File: src/rtl/axis_arbiter_mux_if.sv
// axis_arbiter_mux_if: stream bundle between N packet sources, the merging mux and one sink.
//   axis_i_*  : N input streams packed side by side (input i in slice i)
//   axis_o_*  : merged output stream, axis_o_tdest names the source input
//   slave     : the mux's view; master: the sources/sink view
interface axis_arbiter_mux_if #(
    parameter int AXIS_BYTES        = 1,
    parameter int AXIS_USER_BITS    = 1,
    parameter int NUM_SLAVE_STREAMS = 2
);
    localparam int AXIS_DEST_BITS = (NUM_SLAVE_STREAMS == 1) ? 1 : $clog2(NUM_SLAVE_STREAMS);
    logic [NUM_SLAVE_STREAMS-1:0]                  axis_i_tready;
    logic [NUM_SLAVE_STREAMS-1:0]                  axis_i_tvalid;
    logic [NUM_SLAVE_STREAMS-1:0]                  axis_i_tlast;
    logic [NUM_SLAVE_STREAMS*AXIS_BYTES*8-1:0]     axis_i_tdata;
    logic [NUM_SLAVE_STREAMS*AXIS_USER_BITS-1:0]   axis_i_tuser;
    logic                                          axis_o_tready;
    logic                                          axis_o_tvalid;
    logic                                          axis_o_tlast;
    logic [AXIS_BYTES*8-1:0]                       axis_o_tdata;
    logic [AXIS_USER_BITS-1:0]                     axis_o_tuser;
    logic [AXIS_DEST_BITS-1:0]                     axis_o_tdest;

    modport slave (
        output axis_i_tready,
        input  axis_i_tvalid, axis_i_tlast, axis_i_tdata, axis_i_tuser,
        input  axis_o_tready,
        output axis_o_tvalid, axis_o_tlast, axis_o_tdata, axis_o_tuser, axis_o_tdest
    );

    modport master (
        input  axis_i_tready,
        output axis_i_tvalid, axis_i_tlast, axis_i_tdata, axis_i_tuser,
        output axis_o_tready,
        input  axis_o_tvalid, axis_o_tlast, axis_o_tdata, axis_o_tuser, axis_o_tdest
    );
endinterface

File: src/rtl/axis_arbiter_mux.sv
// axis_arbiter_mux: packet-level round-robin merge of N AXI-Stream inputs onto one output.
//   clk     : clock, rising edge
//   aresetn : asynchronous active-low reset
//   axis    : stream bundle (slave modport); axis_o_tdest carries the source index
module axis_arbiter_mux #(
    parameter int AXIS_BYTES        = 1,
    parameter int AXIS_USER_BITS    = 1,
    parameter int NUM_SLAVE_STREAMS = 2
) (
    input  logic              clk,
    input  logic              aresetn,
    axis_arbiter_mux_if.slave axis
);
    localparam int N  = NUM_SLAVE_STREAMS;
    localparam int DW = AXIS_BYTES * 8;
    localparam int UW = AXIS_USER_BITS;
    localparam int DB = (N == 1) ? 1 : $clog2(N);

    typedef enum logic {ARB, PASS} state_t;

    state_t        state;
    logic [DB-1:0] grant, rr_last, pick;
    logic          any_valid, room, take;

    // Walk from the farthest candidate back to rr_last+1 so the nearest valid one wins.
    always_comb begin
        pick      = rr_last;
        any_valid = 1'b0;
        for (int k = N; k >= 1; k--) begin
            if (axis.axis_i_tvalid[DB'((int'(rr_last) + k) % N)]) begin
                pick      = DB'((int'(rr_last) + k) % N);
                any_valid = 1'b1;
            end
        end
    end

    assign room               = !axis.axis_o_tvalid || axis.axis_o_tready;
    assign take               = (state == PASS) && room && axis.axis_i_tvalid[grant];
    assign axis.axis_i_tready = (state == PASS && room) ? N'(1) << grant : '0;

    always_ff @(posedge clk or negedge aresetn) begin
        if (!aresetn) begin
            state              <= ARB;
            grant              <= '0;
            rr_last            <= DB'(N - 1);
            axis.axis_o_tvalid <= 1'b0;
            axis.axis_o_tlast  <= 1'b0;
            axis.axis_o_tdata  <= '0;
            axis.axis_o_tuser  <= '0;
            axis.axis_o_tdest  <= '0;
        end else begin
            // A beat loading below overrides this clear on the same edge.
            if (axis.axis_o_tready)
                axis.axis_o_tvalid <= 1'b0;
            if (state == ARB) begin
                if (any_valid) begin
                    grant <= pick;
                    state <= PASS;
                end
            end else if (take) begin
                axis.axis_o_tvalid <= 1'b1;
                axis.axis_o_tlast  <= axis.axis_i_tlast[grant];
                axis.axis_o_tdata  <= DW'(axis.axis_i_tdata >> (32'(grant) * DW));
                axis.axis_o_tuser  <= UW'(axis.axis_i_tuser >> (32'(grant) * UW));
                axis.axis_o_tdest  <= grant;
                if (axis.axis_i_tlast[grant]) begin
                    rr_last <= grant;
                    state   <= ARB;
                end
            end
        end
    end
endmodule
File: src/flat_wrapper.sv
// flat-port wrapper written by rule: the top's interface ports become plain ports
module axis_arbiter_mux_flat 
#(
    parameter int AXIS_BYTES        = 1,
    parameter int AXIS_USER_BITS    = 1,
    parameter int NUM_SLAVE_STREAMS = 2
)
  (clk, aresetn, axis_axis_i_tready, axis_axis_i_tvalid, axis_axis_i_tlast, axis_axis_i_tdata, axis_axis_i_tuser, axis_axis_o_tready, axis_axis_o_tvalid, axis_axis_o_tlast, axis_axis_o_tdata, axis_axis_o_tuser, axis_axis_o_tdest);
  axis_arbiter_mux_if #(.AXIS_BYTES(AXIS_BYTES), .AXIS_USER_BITS(AXIS_USER_BITS), .NUM_SLAVE_STREAMS(NUM_SLAVE_STREAMS)) axis_i ();
  input  logic clk;
  input  logic aresetn;
  output wire logic [$bits(axis_i.axis_i_tready)-1:0] axis_axis_i_tready;
  input wire logic [$bits(axis_i.axis_i_tvalid)-1:0] axis_axis_i_tvalid;
  input wire logic [$bits(axis_i.axis_i_tlast)-1:0] axis_axis_i_tlast;
  input wire logic [$bits(axis_i.axis_i_tdata)-1:0] axis_axis_i_tdata;
  input wire logic [$bits(axis_i.axis_i_tuser)-1:0] axis_axis_i_tuser;
  input wire logic [$bits(axis_i.axis_o_tready)-1:0] axis_axis_o_tready;
  output wire logic [$bits(axis_i.axis_o_tvalid)-1:0] axis_axis_o_tvalid;
  output wire logic [$bits(axis_i.axis_o_tlast)-1:0] axis_axis_o_tlast;
  output wire logic [$bits(axis_i.axis_o_tdata)-1:0] axis_axis_o_tdata;
  output wire logic [$bits(axis_i.axis_o_tuser)-1:0] axis_axis_o_tuser;
  output wire logic [$bits(axis_i.axis_o_tdest)-1:0] axis_axis_o_tdest;
  assign axis_axis_i_tready = axis_i.axis_i_tready;
  assign axis_i.axis_i_tvalid = axis_axis_i_tvalid;
  assign axis_i.axis_i_tlast = axis_axis_i_tlast;
  assign axis_i.axis_i_tdata = axis_axis_i_tdata;
  assign axis_i.axis_i_tuser = axis_axis_i_tuser;
  assign axis_i.axis_o_tready = axis_axis_o_tready;
  assign axis_axis_o_tvalid = axis_i.axis_o_tvalid;
  assign axis_axis_o_tlast = axis_i.axis_o_tlast;
  assign axis_axis_o_tdata = axis_i.axis_o_tdata;
  assign axis_axis_o_tuser = axis_i.axis_o_tuser;
  assign axis_axis_o_tdest = axis_i.axis_o_tdest;
  axis_arbiter_mux #(.AXIS_BYTES(AXIS_BYTES), .AXIS_USER_BITS(AXIS_USER_BITS), .NUM_SLAVE_STREAMS(NUM_SLAVE_STREAMS)) u_core (.clk(clk), .aresetn(aresetn), .axis(axis_i));
endmodule
File: config.mk
export PLATFORM = sky130hd
export DESIGN_NAME = axis_arbiter_mux_flat
export DESIGN_NICKNAME = d
export VERILOG_FILES = /design/src/rtl/axis_arbiter_mux_if.sv /design/src/rtl/axis_arbiter_mux.sv /design/src/flat_wrapper.sv
export SDC_FILE = /design/constraint.sdc
export NUM_CORES = 1
export LEC_CHECK = 0
export BUFFER_PORTS_ARGS = -buffer_cell sky130_fd_sc_hd__buf_4
export CORE_MARGIN = 2
export CORE_UTILIZATION = 40
export CTS_CLUSTER_DIAMETER = 100
export DETAILED_ROUTE_END_ITERATION = 8
export HOLD_SLACK_MARGIN = 0.02
export PLACE_DENSITY = 0.78
export SYNTH_ARGS = -nofsm -noshare
export SYNTH_HDL_FRONTEND = slang
export SYNTH_SLANG_ARGS = --single-unit
File: constraint.sdc
create_clock -name clk -period 1.4 [get_ports clk]
set_input_delay 0.14 -clock clk [delete_from_list [all_inputs] [get_ports clk]]
set_output_delay 0.14 -clock clk [all_outputs]
set_load 0.005 [all_outputs]
# == Word level (Yosys, flattened, before mapping) ==
# Cells that the tools add are included.
# totals
romBits,0
latchBits,0
ramBits,0
ff_bits,15
mem_count,0
wordCells,44
# classes
multipliers,0
bitwise,1
addsub,2
muxes,20
eq_ne,0
n_reduce_logical,7
shift,3
div,0
magnitude_cmp,3
# op_table
cell,count
$mux 1,19
$shr 16x4->8,1
$lt 1x3->1 const B,2
$reduce_and 2->1,2
$reduce_and 3->1,1
$add 1x1->1 const B,2
$logic_and 1x1->1,2
$lt 1x2->1 const B,1
$mux 2,1
$shl 1x1->2 const A,1
$shr 2x1->1,1
$logic_not 1->1,1
$logic_or 1x1->1,1
$not 1->1,1

# == Longest topological paths before layout ==
# Gate-level depths: netlist of run 1.
# depth
word_depth,8
ltp_mapped,5

# == Worst setup path after synthesis of run 1 ==
# No wires, ideal clock.
# synth_timing
kind,register to register
start,register u_core.grant
end,register u_core.axis.axis_o_tdata[0]
t_arrival_ps,1304
path_buffers,2
path_stages_with_launch,6
path_slack_ps,-29
path_cell_list,dfrtp_1 > buf_6 > mux2_4 > nand3_4 > buf_12 > mux2_4
# synth_between
elab_chain_cells,4
elab_cells_between_ends,5
classes_between,shift (1); mux (2); reduce/logical (2)
# synth_lines
item,line_no,text
"start, declared",axis_arbiter_mux.sv:22,"logic [DB-1:0] grant, rr_last, pick;"
"start signal, assigned",axis_arbiter_mux.sv:57,grant <= pick;
$mux 1 (not written as such) (2 in a row),axis_arbiter_mux.sv:38,assign take = (state == PASS) && room && axis.axis_i_tvalid[grant];
$logic_and 1x1->1,axis_arbiter_mux.sv:38,
$reduce_and 2->1 (no source line),-,
"end signal, assigned",axis_arbiter_mux.sv:63,axis.axis_o_tdata <= DW'(axis.axis_i_tdata >> (32'(grant) * DW));
"end, declared",axis_arbiter_mux_if.sv:27,"output axis_o_tvalid, axis_o_tlast, axis_o_tdata, axis_o_tuser, axis_o_tdest"
# Parallel ways exist; a longest one is shown, timed or not. The select of a mux whose other input is x is not followed.
# A chain may end at the register's enable or synchronous reset.

# == Worst setup path in the final report of run 1 ==
# layout_timing
start,register u_core.grant
end,register u_core.axis.axis_o_tdata[4]
# Same word-level chain as after synthesis.

==> flow_metrics.py, run 1 <==
metrics = {
    "run_status": {
        "status": "complete, no violations",
    },
    "global_route": {
        "grt_max_degree": 16,
        "first_global_vias": 618,
        "grt_remaining_overflow": 0,
        "grt_pass1_wl_um": 2640,
        "antenna_found_initial": 0,
        "grt_util_all_layers": 0.147,
    },
    "worst_setup_path": {
        "path_cells": "mux2_4 -> nand3_4 -> mux2_2",
        "path_max_fanout": 6,
        "r2r_slack_ns": 0.05,
        "cp_slowest_cell": "dfrtp_1",
        "endpoint_kind": "register",
        "critPathBufInv": 0,
        "worstPathRequired_ns": 1.57,
        "crit_family": "multiplexers",
        "critical_path.max_stage_delay_ns": 0.42,
        "crit_arrival_ns": 1.52,
        "start_kind": "register",
        "crit_type": "register to register",
    },
    "pwr": {
        "peakVddDrop_mv": 1.09,
        "p_int_mw": 1.60,
        "clkPwrFrac": 0.105,
        "power.total_mw": 2.31,
        "combPwrFrac": 0.535,
        "power_density_nw_per_um2": 1960,
        "swShare": 0.309,
        "p_seq_frac": 0.361,
        "leakage_nw": 0.594,
        "p_switching_uw": 716,
    },
    "route": {
        "vias_per_cell": 4.79,
        "ant_nets": 0,
        "wl_met1_um": 686,
        "drt-initial-drc-count": 18,
        "num_vias": 623,
        "first_pass_iters": 6,
        "highest_layer": "met4",
        "met2_length_um": 807,
        "met3_length_um": 85,
        "wl_per_cell_um": 12.4,
        "routed_wirelength_um": 1620,
        "drc": 0,
    },
    "floorplanning": {
        "placeableCoreArea_sq_um": 1920,
        "die-area_sq_um": 2390,
        "rows": 16,
        "ios": 39,
        "die_x_um": 48.9,
        "die_h_um": 48.9,
        "start_util": 0.419,
    },
    "cells_and_area": {
        "area_growth_syn_to_layout_pct": 46.1,
        "final_cell_mix": "buf_4, dfrtp_1, mux2_2, mux2_4",
        "drive_gt1_frac": 0.699,
        "fin_area_sq_um": 1180,
        "final_common_cell": "buf_4",
        "antenna_cells": 0,
        "nNetsFinal": 129,
    },
    "synth": {
        "synth.area.top_cells": "dfrtp_1, mux2_2, mux2_4",
        "synth.top_cell.area_share": 0.435,
        "ys_warn_count": 0,
        "ys_seq_elements": 15,
        "ys_types": 23,
        "synth_cells": 58,
        "yosysSeqAreaShare": 0.467,
        "synthesis.area_sq_um": 806,
        "syn_nets": 83,
        "yosys.area.top_type": "dfrtp_1",
        "syn_avg_cell_area_sq_um": 13.9,
    },
    "clock_network": {
        "cts-root-buf": "clkbuf_4",
        "cts.sinks": 15,
        "h-tree-depth": 1,
        "clkSlewWorstSetupHoldPaths_ns": 0.09,
        "cts_tree": "built",
        "clockBufferDepth": 2,
        "numCtsBuffers": 3,
        "clk_latency_ns": 0.28,
    },
    "timing": {
        "period_share": 0.965,
        "tightestPinTransition_ns": 0.218,
        "post-route-min-period_ns": 1.35,
        "fmax_ghz": 0.740,
        "fin_skew_ns": 0.00852,
        "hold_violations": 0,
        "relSlewSlack": 0.851,
        "whs_ns": 0.113,
        "finalSetupTns_ns": 0,
        "finalSetupViolCount": 0,
        "slew_viol_final": 0,
        "setup_ws_ns": 0.0493,
    },
    "placed_design": {
        "numPortBuffers": 38,
        "gp_congestion": 0.716,
        "placed_area_sq_um": 1090,
        "dp_hpwl_um": 1160,
        "place_ws_ns": 0.0209,
    },
    "job": {
        "max_cap_violations": 0,
    },
    "min_path": {
        "hp-class": "primary input to register",
    },
}
## layout make-up
cell class | instances | area (sq um)
Fill cell | 168 | 744
Multi-Input combinational cell | 38 | 387
Sequential cell | 15 | 378
Timing Repair Buffer | 45 | 348
Tap cell | 27 | 33.8
Clock buffer | 3 | 22.5
Clock inverter | 1 | 5.00
Inverter | 1 | 3.75
## timing repair
item	in CTS	in global routing
endpoints found under the setup margin	2	5
cloned	0	1
hold buffers	1	0
hold endpoints to repair	15	0
setup buffers	2	2
pin swaps	0	1
gates resized for setup	0	3
## logic make-up after synthesis
kind of cell           synth area share
muxes                             0.328
DFF                               0.467
and+or+nand+nor                  0.0776
AOI/OAI and AO/OA                0.0621
buffers and inverters            0.0652
## power by group through the flow
stage | clock network (mW) | registers (mW) | logic [mW]
floorplan | 0 | 0.793 | 0.792
global placement | 0 | 0.821 | 1.13
detailed placement | 0 | 0.829 | 1.16
CTS | 0.253 | 0.824 | 1.20
global route | 0.270 | 0.861 | 1.34
finish | 0.242 | 0.834 | 1.24
## synth_stat cells
master / number
dfrtp_1: 14
a31o_2: 1
dfstp_2: 1
nand4_1: 1
mux2_2: 11
a22o_1: 2
and3_1: 1
nand3_4: 1
o21ai_0: 1
mux2i_1: 2
mux2_4: 8
clkbuf_2: 1
buf_6: 1
nand2_1: 3
o22a_1: 1
buf_2: 1
buf_4: 1
a41o_1: 1
nand2b_1: 2
buf_12: 1
nand3_1: 1
inv_1: 1
nor2_1: 1
## path summary, 6_finish.rpt
| path | start | endpoint | cells past startpoint |
|---|---|---|---|
| worst max-delay path | u_core.grant | u_core.axis.axis_o_tdata[4] | 3 |
| worst min-delay path | axis_axis_i_tvalid[0] | u_core.state | 2 |
| worst max register to register | u_core.grant | u_core.axis.axis_o_tdata[4] | 3 |
| worst min register to register | u_core.axis.axis_o_tuser | u_core.axis.axis_o_tuser | 1 |
| max in group asynchronous | aresetn | u_core.rr_last | 2 |
| min in group asynchronous | aresetn | u_core.axis.axis_o_tdata[7] | 2 |
## layer usage
metal / track usage / vias up
li1: - / 299
met1: 0.165 / 296
met2: 0.247 / 24
met3: 0.0460 / 4
met4: 0.0857 / 0
met5: 0 / -
## flip-flops by register name, indices dropped and copies added (netlist names)
name                       cells
u_core.rr_last                 1
u_core.axis.axis_o_tuser       1
u_core.axis.axis_o_tlast       1
u_core.grant                   1
u_core.axis.axis_o_tdest       1
u_core.state                   1
u_core.axis.axis_o_tvalid      1
u_core.axis.axis_o_tdata       8
## stage by stage
stage          std cells   util
2_1_floorplan         58      -
3_3_place_gp         120  0.568
3_5_place_dp         120  0.568
4_1_cts              127  0.595
5_1_grt              130  0.613
6_report             130  0.613
Power figures use the tool's default switching activity.
==> run 2, diff against run 1 <==
--- a/config.mk
+++ b/config.mk
@@ -12,6 +12,7 @@
 export DETAILED_ROUTE_END_ITERATION = 8
 export HOLD_SLACK_MARGIN = 0.02
 export PLACE_DENSITY = 0.78
+export SLEW_MARGIN = 20
 export SYNTH_ARGS = -nofsm -noshare
 export SYNTH_HDL_FRONTEND = slang
 export SYNTH_SLANG_ARGS = --single-unit
==> constraint.sdc (replaced) <==
create_clock -name clk -period 1.2 [get_ports clk]
set_input_delay 0.12 -clock clk [delete_from_list [all_inputs] [get_ports clk]]
set_output_delay 0.12 -clock clk [all_outputs]
set_load 0.005 [all_outputs]
==> flow_metrics.py, run 2 (synthesis results as in run 1) <==
metrics = {
    "floorplanning": {
        "start_util": 0.419,
        "die-area_sq_um": 2390,
        "die_h_um": 48.9,
        "ios": 39,
        "rows": 16,
        "die_x_um": 48.9,
        "placeableCoreArea_sq_um": 1920,
    },
    "cells_and_area": {
        "multi_input_area_sq_um": 425,
        "largest_register_ffs": 8,
        "final_cell_mix": "buf_4, dfrtp_1, mux2_4, mux2_2, buf_6",
        "antenna_cells": 0,
        "nNetsFinal": 133,
        "final_common_cell": "buf_4",
        "regArea_sq_um": 378,
        "fin_util": 0.654,
        "drive_gt1_frac": 0.729,
        "area_growth_syn_to_layout_pct": 55.9,
        "fillers": 160,
        "top_register": "u_core.axis.axis_o_tdata",
        "fin_area_sq_um": 1260,
    },
    "pwr": {
        "power.total_mw": 2.92,
        "leakage_nw": 0.631,
        "peakVddDrop_mv": 1.03,
        "power_density_nw_per_um2": 2330,
    },
    "global_route": {
        "grt_util_all_layers": 0.171,
        "antenna_found_initial": 0,
        "first_global_vias": 652,
        "grt_pass1_wl_um": 3110,
        "grt_remaining_overflow": 0,
        "grt_max_degree": 16,
    },
    "timing": {
        "finalSetupViolCount": 14,
        "relSlewSlack": 0.855,
        "fmax_ghz": 0.769,
        "period_share": 1.08,
        "slew_viol_final": 0,
        "finalSetupTns_ns": -1.09,
        "tightestPinTransition_ns": 0.212,
        "fin_skew_ns": 0.00158,
        "setup_ws_ns": -0.101,
        "post-route-min-period_ns": 1.30,
        "rsz0062_at_grt": "true",
        "hold_violations": 0,
    },
    "worst_setup_path": {
        "crit_arrival_ns": 1.47,
        "r2r_slack_ns": -0.10,
        "worstPathRequired_ns": 1.37,
        "startpoint": "u_core.grant",
        "worstReg2RegStart": "u_core.grant",
        "start_kind": "register",
        "endpoint_kind": "register",
        "path_max_fanout": 5,
        "crit_type": "register to register",
    },
    "run_status": {
        "status": "complete, but fails checks",
        "violations": "negative setup slack",
    },
    "clock_network": {
        "cts_tree": "built",
        "cts.sinks": 15,
        "cts-root-buf": "clkbuf_4",
        "clk_latency_ns": 0.28,
        "clkSlewWorstSetupHoldPaths_ns": 0.09,
        "numCtsBuffers": 3,
        "clockBufferDepth": 2,
        "h-tree-depth": 1,
    },
    "route": {
        "num_vias": 634,
        "drc": 0,
        "wl_per_cell_um": 13.9,
        "drt-initial-drc-count": 2,
        "vias_per_cell": 4.73,
        "routed_wirelength_um": 1860,
        "ant_nets": 0,
        "first_pass_iters": 3,
    },
    "placed_design": {
        "placed_area_sq_um": 1110,
        "numPortBuffers": 38,
        "dp_hpwl_um": 1160,
        "gp_congestion": 0.717,
    },
    "job": {
        "max_cap_violations": 0,
    },
    "min_path": {
        "hp-class": "primary input to register",
        "hp-start": "axis_axis_i_tlast[0]",
    },
}
run 2: what timing repair did:
action                                 CTS  global route
resized for setup                       11             2
hold buffers                             1             0
pin swaps                                4             5
setup endpoints to repair               11            16
buffers inserted                         6             0
gates cloned                             1             0
endpoints found under the hold margin   15             0
run 2: path summary, 6_finish.rpt:
kind,to,cells after the start
max,u_core.axis.axis_o_tdata[4],3
max in group asynchronous,u_core.rr_last,2
min reg2reg,u_core.axis.axis_o_tuser,1
max reg2reg,u_core.axis.axis_o_tdata[4],3
min in group asynchronous,u_core.axis.axis_o_tdest,2
min,u_core.axis.axis_o_tlast,3
run 2: power breakdown:
| group | total, mW | internal [mW] | switching (mW) |
|---|---|---|---|
| Combinational | 1.69 | 1.10 | 0.591 |
| Clock | 0.283 | 0.129 | 0.154 |
| Sequential | 0.948 | 0.779 | 0.169 |
run 2: through the flow:
stage	setup slack [ns]	cells	hold slack, ns
2_1_floorplan	-0.207	58	-0.176
3_3_place_gp	-0.138	122	-0.0168
3_5_place_dp	-0.170	122	-0.0166
4_1_cts	-0.125	134	0.181
5_1_grt	-0.142	134	0.180
6_report	-0.101	134	0.189
run 2: cell type report:
class / count / share of cell area
clock buffers: 4 / 0.0209
repair buffers: 49 / 0.310
flip-flops and latches: 15 / 0.301
well taps: 27 / 0.0269
inverters: 1 / 0.00299
multi-input cells: 38 / 0.339
run 2: worst max-delay path, cell delays in order (launching register included):
cell and delay, ns:
dfrtp_1 0.41, mux2_4 0.34, nand3_4 0.12, mux2_4 0.31
run 2: per-layer routing:
layer / vias to the layer above / part of all wire / wire length [um] / global-route usage
li1: 312 / - / - / -
met1: 298 / 0.45 / 842 / 0.229
met2: 20 / 0.49 / 914 / 0.274
met3: 4 / 0.036 / 66 / 0.0184
met4: 0 / 0.019 / 35 / 0.0857
met5: - / 0 / 0 / 0
==> run 3, diff against run 2 <==
--- a/config.mk
+++ b/config.mk
@@ -5,13 +5,14 @@
 export SDC_FILE = /design/constraint.sdc
 export NUM_CORES = 1
 export LEC_CHECK = 0
-export BUFFER_PORTS_ARGS = -buffer_cell sky130_fd_sc_hd__buf_4
+export BUFFER_PORTS_ARGS = -buffer_cell sky130_fd_sc_hd__buf_2
 export CORE_MARGIN = 2
 export CORE_UTILIZATION = 40
 export CTS_CLUSTER_DIAMETER = 100
 export DETAILED_ROUTE_END_ITERATION = 8
 export HOLD_SLACK_MARGIN = 0.02
 export PLACE_DENSITY = 0.78
+export REMOVE_ABC_BUFFERS = 1
 export SLEW_MARGIN = 20
 export SYNTH_ARGS = -nofsm -noshare
 export SYNTH_HDL_FRONTEND = slang
==> flow_metrics.py, run 3 (synthesis results as in run 1) <==
metrics = {
    "run_status": {
        "status": "complete, but fails checks",
        "violations": "negative setup slack",
    },
    "timing": {
        "fmax_ghz": 0.749,
        "relSlewSlack": 0.770,
        "setup_ws_ns": -0.135,
        "tightestPinTransition_ns": 0.345,
        "post-route-min-period_ns": 1.33,
        "slew_viol_final": 0,
        "rsz0062_at_grt": "true",
        "finalSetupViolCount": 14,
        "fin_skew_ns": 0.00111,
        "whs_ns": 0.189,
        "period_share": 1.11,
        "hold_violations": 0,
    },
    "cells_and_area": {
        "antenna_cells": 0,
        "final_cell_mix": "buf_2, dfrtp_1, mux2_4, mux2_2",
        "drive_gt1_frac": 0.748,
        "fin_util": 0.605,
        "largest_register_ffs": 8,
        "final_common_cell": "buf_2",
        "layout.cells.non_filler": 134,
        "top_register": "u_core.axis.axis_o_tdata",
        "fillers": 176,
        "nNetsFinal": 133,
        "area_growth_syn_to_layout_pct": 44.4,
    },
    "global_route": {
        "grt_util_all_layers": 0.183,
        "met3_usage": 0.0276,
        "busiest_layer": "met2",
        "grt_use_met1": 0.188,
        "grt_remaining_overflow": 0,
        "use_met2": 0.345,
        "grt_max_degree": 16,
        "first_global_vias": 701,
        "grt_pass1_wl_um": 3260,
        "antenna_found_initial": 0,
    },
    "pwr": {
        "leakage_nw": 0.604,
        "combPwrFrac": 0.558,
        "p_int_mw": 1.86,
        "power.total_mw": 2.80,
        "p_seq_frac": 0.336,
        "clkPwrFrac": 0.106,
        "power_density_nw_per_um2": 2410,
        "peakVddDrop_mv": 1.11,
        "swShare": 0.334,
        "p_switching_uw": 937,
    },
    "worst_setup_path": {
        "worstPathRequired_ns": 1.38,
        "r2r_slack_ns": -0.13,
        "critical_path.max_stage_delay_ns": 0.40,
        "endpoint_kind": "register",
        "cp_slowest_cell": "dfrtp_1",
        "start_kind": "register",
        "crit_arrival_ns": 1.51,
        "crit_type": "register to register",
        "path_max_fanout": 14,
        "critPathBufInv": 1,
        "crit_family": "multiplexers",
        "path_cells": "buf_6 -> mux2_2 -> mux2_4",
    },
    "clock_network": {
        "cts_tree": "built",
        "cts.sinks": 15,
        "clkSlewWorstSetupHoldPaths_ns": 0.10,
        "cts-root-buf": "clkbuf_4",
        "clockBufferDepth": 2,
        "numCtsBuffers": 3,
        "clk_latency_ns": 0.28,
        "h-tree-depth": 1,
    },
    "floorplanning": {
        "start_util": 0.419,
        "rows": 16,
        "ios": 39,
        "die_x_um": 48.9,
        "die-area_sq_um": 2390,
        "die_h_um": 48.9,
        "placeableCoreArea_sq_um": 1920,
    },
    "placed_design": {
        "gp_congestion": 0.761,
        "dpl.cell_count": 122,
        "dp_hpwl_um": 1320,
        "numPortBuffers": 38,
    },
    "route": {
        "vias_per_cell": 4.97,
        "ant_nets": 0,
        "drt-initial-drc-count": 1,
        "drc": 0,
        "first_pass_iters": 4,
        "wl_per_cell_um": 15.4,
        "routed_wirelength_um": 2070,
        "num_vias": 666,
    },
    "min_path": {
        "hp-class": "primary input to register",
    },
    "job": {
        "max_cap_violations": 0,
    },
}
==> run 3: final timing paths <==
kind | endpoint | cells after the start | start
worst max register to register | u_core.axis.axis_o_tdata[3] | 3 | u_core.grant
worst max-delay path | u_core.axis.axis_o_tdata[3] | 3 | u_core.grant
min in group asynchronous | u_core.axis.axis_o_tvalid | 2 | aresetn
worst min-delay path | u_core.axis.axis_o_tlast | 3 | axis_axis_i_tlast[0]
max in group asynchronous | u_core.rr_last | 2 | aresetn
worst min register to register | u_core.axis.axis_o_tdata[0] | 1 | u_core.axis.axis_o_tdata[0]
==> run 3: layout make-up <==
cell class	instances	area [sq um]	share of cell area
Inverter	1	3.75	0.00323
Tap cell	27	33.8	0.0290
Clock inverter	1	5.00	0.00430
Sequential cell	15	378	0.325
Timing Repair Buffer	49	294	0.253
Clock buffer	3	22.5	0.0194
Multi-Input combinational cell	38	427	0.367
==> run 3: metrics by stage <==
stage | area (sq um) | setup TNS (ns) | setup WS, ns
6_report | 1160 | -1.30 | -0.135
3_3_place_gp | 1010 | -1.15 | -0.156
4_1_cts | 1140 | -1.30 | -0.142
2_1_floorplan | 757 | -3.85 | -0.403
5_1_grt | 1160 | -2.04 | -0.178
3_5_place_dp | 1010 | -1.48 | -0.199
==> run 3: metal layers <==
metal	vias up	wire length, um
met4	0	62
met3	6	80
met2	22	1140
met1	326	782
met5	-	0
li1	312	-
==> run 3: timing repair <==
| action | CTS | global route |
|---|---|---|
| buffers inserted | 6 | 0 |
| resized for setup | 9 | 5 |
| hold buffers | 1 | 0 |
| cloned | 1 | 0 |
| endpoints found under the setup margin | 12 | 15 |
| pin swaps | 5 | 5 |
| hold endpoints to repair | 15 | 0 |
==> run 3: worst register-to-register path: stages, from the launching register on <==
cell and delay (ns):
dfrtp_1 0.40, buf_6 0.19, mux2_2 0.37, mux2_4 0.26
==> run 3: power by group through the flow <==
stage	Clock, mW	Combinational [mW]	Sequential, mW
finish	0.298	1.56	0.940
detailed placement	0	1.26	0.933
floorplan	0	0.708	1.00
global placement	0	1.21	0.925
CTS	0.300	1.50	0.933
global route	0.324	1.70	0.979
